<file path="config.mk">
export PLATFORM = sky130hd
export DESIGN_NAME = rx_field_sequencer
export DESIGN_NICKNAME = d
export VERILOG_FILES = /design/src/rtl/rx_field_sequencer.sv
export SDC_FILE = /design/constraint.sdc
export NUM_CORES = 1
export LEC_CHECK = 0
export ABC_AREA = 1
export ABC_CLOCK_PERIOD_IN_PS = 3300
export BUFFER_PORTS_ARGS = -buffer_cell sky130_fd_sc_hd__buf_2
export CORE_AREA = 2 2 67 53
export DETAILED_ROUTE_END_ITERATION = 16
export DIE_AREA = 0 0 69 55
export GPL_TIMING_DRIVEN = 0
export PLACE_DENSITY = 0.84
export SKIP_LAST_GASP = 1
export SLEW_MARGIN = 20
export SYNTH_ARGS = -nofsm -noshare
export SYNTH_HDL_FRONTEND = slang
export SYNTH_SLANG_ARGS = --single-unit
</file>
<file path="constraint.sdc">
create_clock -name clk -period 3.3 [get_ports clk]
set_clock_uncertainty 0.15 [all_clocks]
set_input_delay 0.66 -clock clk [delete_from_list [all_inputs] [get_ports clk]]
set_output_delay 0.66 -clock clk [all_outputs]
set_load 0.01 [all_outputs]
</file>
<file path="src/rtl/rx_field_sequencer.sv">
// Field sequencer for the receive path: tracks which packet field is being
// shifted in, gates the per-field shift enables and flags complete/bad fields.
module rx_field_sequencer (
   input  logic       clk,
   input  logic       n_rst,
   input  logic       shift_strobe,
   input  logic       eop,
   input  logic       sync_rcving,
   input  logic       pid_rcving,
   input  logic       crc5_rcving,
   input  logic       crc16_rcving,
   input  logic       data_rcving,
   output logic       sync_shift_enable,
   output logic       pid_shift_enable,
   output logic       crc5_shift_enable,
   output logic       crc16_shift_enable,
   output logic       data_shift_enable,
   output logic       sync_bits_received,
   output logic       pid_bits_received,
   output logic       crc5_bits_received,
   output logic       crc16_bits_received,
   output logic       data_bits_received,
   output logic [6:0] field_bit_count,
   output logic       field_error
);

   localparam int unsigned CNT_W = 7;
   localparam int unsigned SEL_W = 5;
   localparam logic [CNT_W-1:0] CNT_MAX = CNT_W'(64);

   typedef enum logic [1:0] {
      ST_IDLE  = 2'd0,
      ST_SHIFT = 2'd1,
      ST_DONE  = 2'd2,
      ST_ERR   = 2'd3
   } state_t;

   // Fields are identified by their one-hot select pattern; all-zero means none.
   function automatic logic [CNT_W-1:0] field_len(input logic [SEL_W-1:0] f);
      case (f)
         5'b00001: field_len = CNT_W'(8);
         5'b00010: field_len = CNT_W'(8);
         5'b00100: field_len = CNT_W'(5);
         5'b01000: field_len = CNT_W'(16);
         5'b10000: field_len = CNT_W'(64);
         default:  field_len = CNT_W'(0);
      endcase
   endfunction

   state_t             r_state;
   state_t             w_nxt_state;
   logic [SEL_W-1:0]   r_act;
   logic [SEL_W-1:0]   w_nxt_act;
   logic [CNT_W-1:0]   r_cnt;
   logic [CNT_W-1:0]   w_nxt_cnt;
   logic [CNT_W-1:0]   w_len;
   logic [SEL_W-1:0]   r_rx;
   logic               r_field_error;
   logic [SEL_W-1:0]   w_sel;
   logic               w_sel_none;
   logic               w_sel_single;
   logic               w_sel_multi;
   logic [SEL_W-1:0]   w_en;

   assign w_sel        = {data_rcving, crc16_rcving, crc5_rcving, pid_rcving, sync_rcving};
   assign w_sel_none   = (w_sel == '0);
   assign w_sel_single = $onehot(w_sel);
   assign w_sel_multi  = !w_sel_none && !w_sel_single;
   assign w_len        = field_len(r_act);

   // State register
   always_ff @(posedge clk or negedge n_rst) begin
      if (!n_rst) r_state <= ST_IDLE;
      else        r_state <= w_nxt_state;
   end

   // Next state, active field and count
   always_comb begin
      w_nxt_state = r_state;
      w_nxt_act   = r_act;
      w_nxt_cnt   = r_cnt;
      case (r_state)
         ST_IDLE: begin
            if (w_sel_single) begin
               w_nxt_state = ST_SHIFT;
               w_nxt_act   = w_sel;
               w_nxt_cnt   = '0;
            end else if (w_sel_multi) begin
               w_nxt_state = ST_ERR;
            end
         end
         ST_SHIFT: begin
            // eop outranks everything here: a field cut short is always an error
            if (eop) begin
               w_nxt_state = ST_ERR;
            end else if (w_sel_none) begin
               w_nxt_state = ST_IDLE;
               w_nxt_act   = '0;
            end else if (w_sel != r_act) begin
               w_nxt_state = ST_ERR;
            end else if (shift_strobe) begin
               if (r_cnt == w_len - CNT_W'(1)) begin
                  w_nxt_state = ST_DONE;
                  w_nxt_cnt   = w_len;
               end else if (r_cnt < CNT_MAX) begin
                  w_nxt_cnt   = r_cnt + CNT_W'(1);
               end
            end
         end
         ST_DONE: begin
            if (w_sel_none) begin
               w_nxt_state = ST_IDLE;
               w_nxt_act   = '0;
            end else if (w_sel_multi) begin
               w_nxt_state = ST_ERR;
            end else if (w_sel != r_act) begin
               w_nxt_state = ST_SHIFT;
               w_nxt_act   = w_sel;
               w_nxt_cnt   = '0;
            end
         end
         ST_ERR: begin
            if (w_sel_none) begin
               w_nxt_state = ST_IDLE;
               w_nxt_act   = '0;
            end
         end
         default: begin
            w_nxt_state = ST_IDLE;
            w_nxt_act   = '0;
            w_nxt_cnt   = '0;
         end
      endcase
   end

   // Shift enables are live only for the field still selected, and never in reset
   always_comb begin
      w_en = '0;
      if (n_rst && shift_strobe && !eop && (r_state == ST_SHIFT) && (w_sel == r_act))
         w_en = r_act;
   end

   always_ff @(posedge clk or negedge n_rst) begin
      if (!n_rst) begin
         r_act         <= '0;
         r_cnt         <= '0;
         r_rx          <= '0;
         r_field_error <= 1'b0;
      end else begin
         r_act         <= w_nxt_act;
         r_cnt         <= w_nxt_cnt;
         r_rx          <= (w_nxt_state == ST_DONE) ? w_nxt_act : '0;
         r_field_error <= (w_nxt_state == ST_ERR) && (r_state != ST_ERR);
      end
   end

   assign sync_shift_enable   = w_en[0];
   assign pid_shift_enable    = w_en[1];
   assign crc5_shift_enable   = w_en[2];
   assign crc16_shift_enable  = w_en[3];
   assign data_shift_enable   = w_en[4];
   assign sync_bits_received  = r_rx[0];
   assign pid_bits_received   = r_rx[1];
   assign crc5_bits_received  = r_rx[2];
   assign crc16_bits_received = r_rx[3];
   assign data_bits_received  = r_rx[4];
   assign field_bit_count     = (r_cnt > CNT_MAX) ? CNT_MAX : r_cnt;
   assign field_error         = r_field_error;

endmodule

</file>
==> results_dict.tcl <==
set metrics [dict create \
    slew_headroom_pct 69.9 \
    vdd.ir_drop.worst_mv 0.493 \
    maxClockFrequency_ghz 0.309 \
    final_min_period_over_clock_period_pct 98.0 \
    ctsRootBufferMaster "clkbuf_8" \
    clock_tree.htree_level_count 1 \
    worstSetupStartpointType "input port" \
    num_io_pins 27 \
    crit_path_top_delay_cell "fa_1" \
    final_layout_size_suffix_gt1_share_pct 27.8 \
    synthFlopType "dfrtp_1" \
    worst_hold_path_type "input port to asynchronous set/reset pin" \
    report.final.setup_viol 0 \
    worst_r2r_startpoint "r_act[1]" \
    die_width_microns 69 \
    routabilityCongestion 0.955 \
    timing.critical_path.to_type "register" \
    synth.top_cell.area_share_pct 30.0 \
    outcome "finished, final reports clean" \
    timing.critical_path.slowest_cell_delay_ns 0.53 \
    postSynthRegisterBits 20 \
    initial_core_util_pct 53.0 \
    core-area_sq_mm 0.00315 \
    nets_in_the_synthesized_netlist 257 \
    highest_layer "met4" \
    cts.reportedPaths.clkPinSlew_ns 0.07 \
    grt_antenna_before_repair 0 \
    syn-mean-instance-area_sq_um 6.96 \
    worst_slew_pin_slew_ns 0.452 \
    detail_route.iter0.violations 150 \
    firstDrtPassIters 4 \
    timing.critical_path.max_delay_family "adder cells" \
    fin_cells 313 \
    flow.area_growth_from_synthesis_pct 19.9 \
    clock_path_buffers 2 \
    path_depth 15 \
    critical_path_required_ns 3.29 \
    final_period_minus_worst_setup_slack_ns 3.23 \
    detail-route-antenna-nets 0 \
    routed_met3_length_microns 290 \
    routed_wire_length_per_instance_microns 12.7 \
    r2r_cells 17 \
    worst-path-buf-inv 5 \
    synth_sequential_area_ratio_pct 30.0 \
    async_flop_share_pct 100 \
    dominant_cell_by_count_in_the_synthesized_netlist "nand2_1" \
    drt-vias-per-instance 5.09 \
    routed_wl_microns 3970 \
    synthTopCellsByCount "nand2_1, inv_1, nor2_1, dfrtp_1" \
    routed_length_on_met2_microns 1760 \
    design.final.nets 292 \
    timing_hold_violations_final 0 \
    post-place-ws_ns -0.378 \
    clock_tree_sinks 20 \
    pin_count_of_the_biggest_net_entering_global_routing 22 \
    tritoncts.num_buffers 3 \
    first_pass_grt_wire_length_microns 5920 \
    critical_register_to_register_path_endpoint "field_error" \
    route.layer.met1.wl_microns 1890 \
    timing.critical_path.fanout_max 5 \
    post-route-cell-area_sq_mm 0.00200 \
    drc 0 \
    power.static_leakage_uw 0.00108 \
    die_y_microns 55 \
    synth.lib_cells_used.distinct 31 \
    post-dp-hpwl_microns 2910 \
    grt.total_usage_pct 19.8 \
    grt.overflow.total 0 \
    n_antenna_cell 0 \
    final-max-slew-violation-count 0 \
    worstSkewPairLatency_ns 0.26 \
    critical_path.cell_chain "buf_2 > fa_1 > inv_1 > fa_2 > inv_2 > ha_4 > nor3_4 > inv_2 > nor2_4 > a21oi_1 > a221oi_2 > nand2_2 > buf_8 > nand2_1 > o21ai_2" \
    synthCells 240 \
    dpl_cell_area_sq_mm 0.00186 \
    tritoncts "built" \
    synth_top_area_cell "dfrtp_1" \
    floorplan_row_count 18 \
    num_vias 1592 \
    critical-path-top-cell-by-count "inv_2" \
    grt_pass1_vias 1288 \
    place.port_buffers 26 \
    synthesis.yosys.warnings 0 \
    netlist_top_cells_area "dfrtp_1, nand2_1, inv_1" \
    fill_cells 288 \
    power_per_cell_area_mw_per_mm2 692 \
    cell_area_after_synthesis_sq_mm 0.00167 \
    placedCellCount 306 \
    maxCapViolCount 0 \
    criticalPathCategory "input port to register" \
    r2r_slack_ns 0.58 \
    worst_ep_arrival_time_ns 3.23 \
    synth_edf_count 0 \
    setup_ws_ns 0.0672 \
    dieArea_sq_mm 0.00380 \
]
[power breakdown]
group          internal, uW  total, uW  switching [uW]
logic                   319        847             528
registers               300        382            81.7
clock network          81.2        156            75.3
total                   700       1390             685
[cells by family after synthesis]
logic type,share of synthesized area (%)
AOI/OAI and AO/OA,11.7
xor gates and xnor gates,4.19
adders and majority gates,6.89
buffers and inverters,11.3
DFF,30.0
and+or+nand+nor,36.0
[cell type report]
cell class / instances / area, sq um / area share (%)
multi-input combinational: 172 / 1040 / 51.8
sequential: 20 / 500 / 25.0
timing repair buffer: 30 / 181 / 9.06
inverter: 45 / 169 / 8.43
tap: 40 / 50.0 / 2.50
clock buffer: 3 / 41.3 / 2.06
buffer: 3 / 23.8 / 1.19
[placed cells by master (no fill, tap or decap), types with 2 or more instances in the layout]
cell type	synthesis	final
o21ai_2	6	6
o21ai_1	1	3
nand2_1	57	56
nor2_1	30	29
buf_2	0	26
a21oi_1	5	4
xnor2_1	2	2
xor2_1	6	6
nand3_2	4	4
buf_4	0	2
nor2_4	2	3
ha_1	6	5
clkinv_1	3	3
nor3_2	6	5
o21ai_0	12	10
nand2_2	3	4
nand3_1	12	12
clkbuf_8	0	3
inv_2	3	5
inv_1	39	37
or2_2	3	3
dfrtp_1	20	20
a22oi_2	0	3
nand4_1	4	4
nor2_2	2	2
[metrics by stage]
stage	hold WS (ns)	total power (uW)	TNS [ns]	util, %
after floorplan	0.214	959	0	-
after global placement	0.398	1090	-5.22	58.9
after detailed placement	0.399	1120	-5.75	58.9
after CTS	0.208	1290	0	60.6
after global routing	0.222	1510	-0.539	63.5
final	0.191	1390	0	63.5
[registers in the layout (all words and copies together) (netlist names)]
signal,cells
r_state,2
field_error,1
r_cnt,7
r_act,5
r_rx,5
[routing by layer]
layer / vias up / global-route usage, %
li1: 820 / -
met1: 699 / 29.1
met2: 69 / 30.9
met3: 4 / 3.26
met4: 0 / 4.90
met5: - / 0
[repair_timing]
action,in CTS,in global routing
endpoints found under the setup margin,16,19
cloned,0,1
pin swaps,1,4
buffers inserted,0,3
hold buffers,0,0
resized for setup,2,14
[worst max path at each step]
stage / slack (ns) / end / start
6_report: 0.07 / r_cnt[3] / sync_rcving
4_1_cts: 0.02 / r_rx[2] / sync_rcving
5_1_grt: -0.07 / r_cnt[5] / sync_rcving
3_3_place_gp: -0.34 / r_cnt[3] / sync_rcving
3_5_place_dp: -0.38 / r_rx[0] / sync_rcving
2_1_floorplan: 0.03 / r_cnt[2] / sync_rcving
Note: power is estimated with default switching activity, not from simulation.
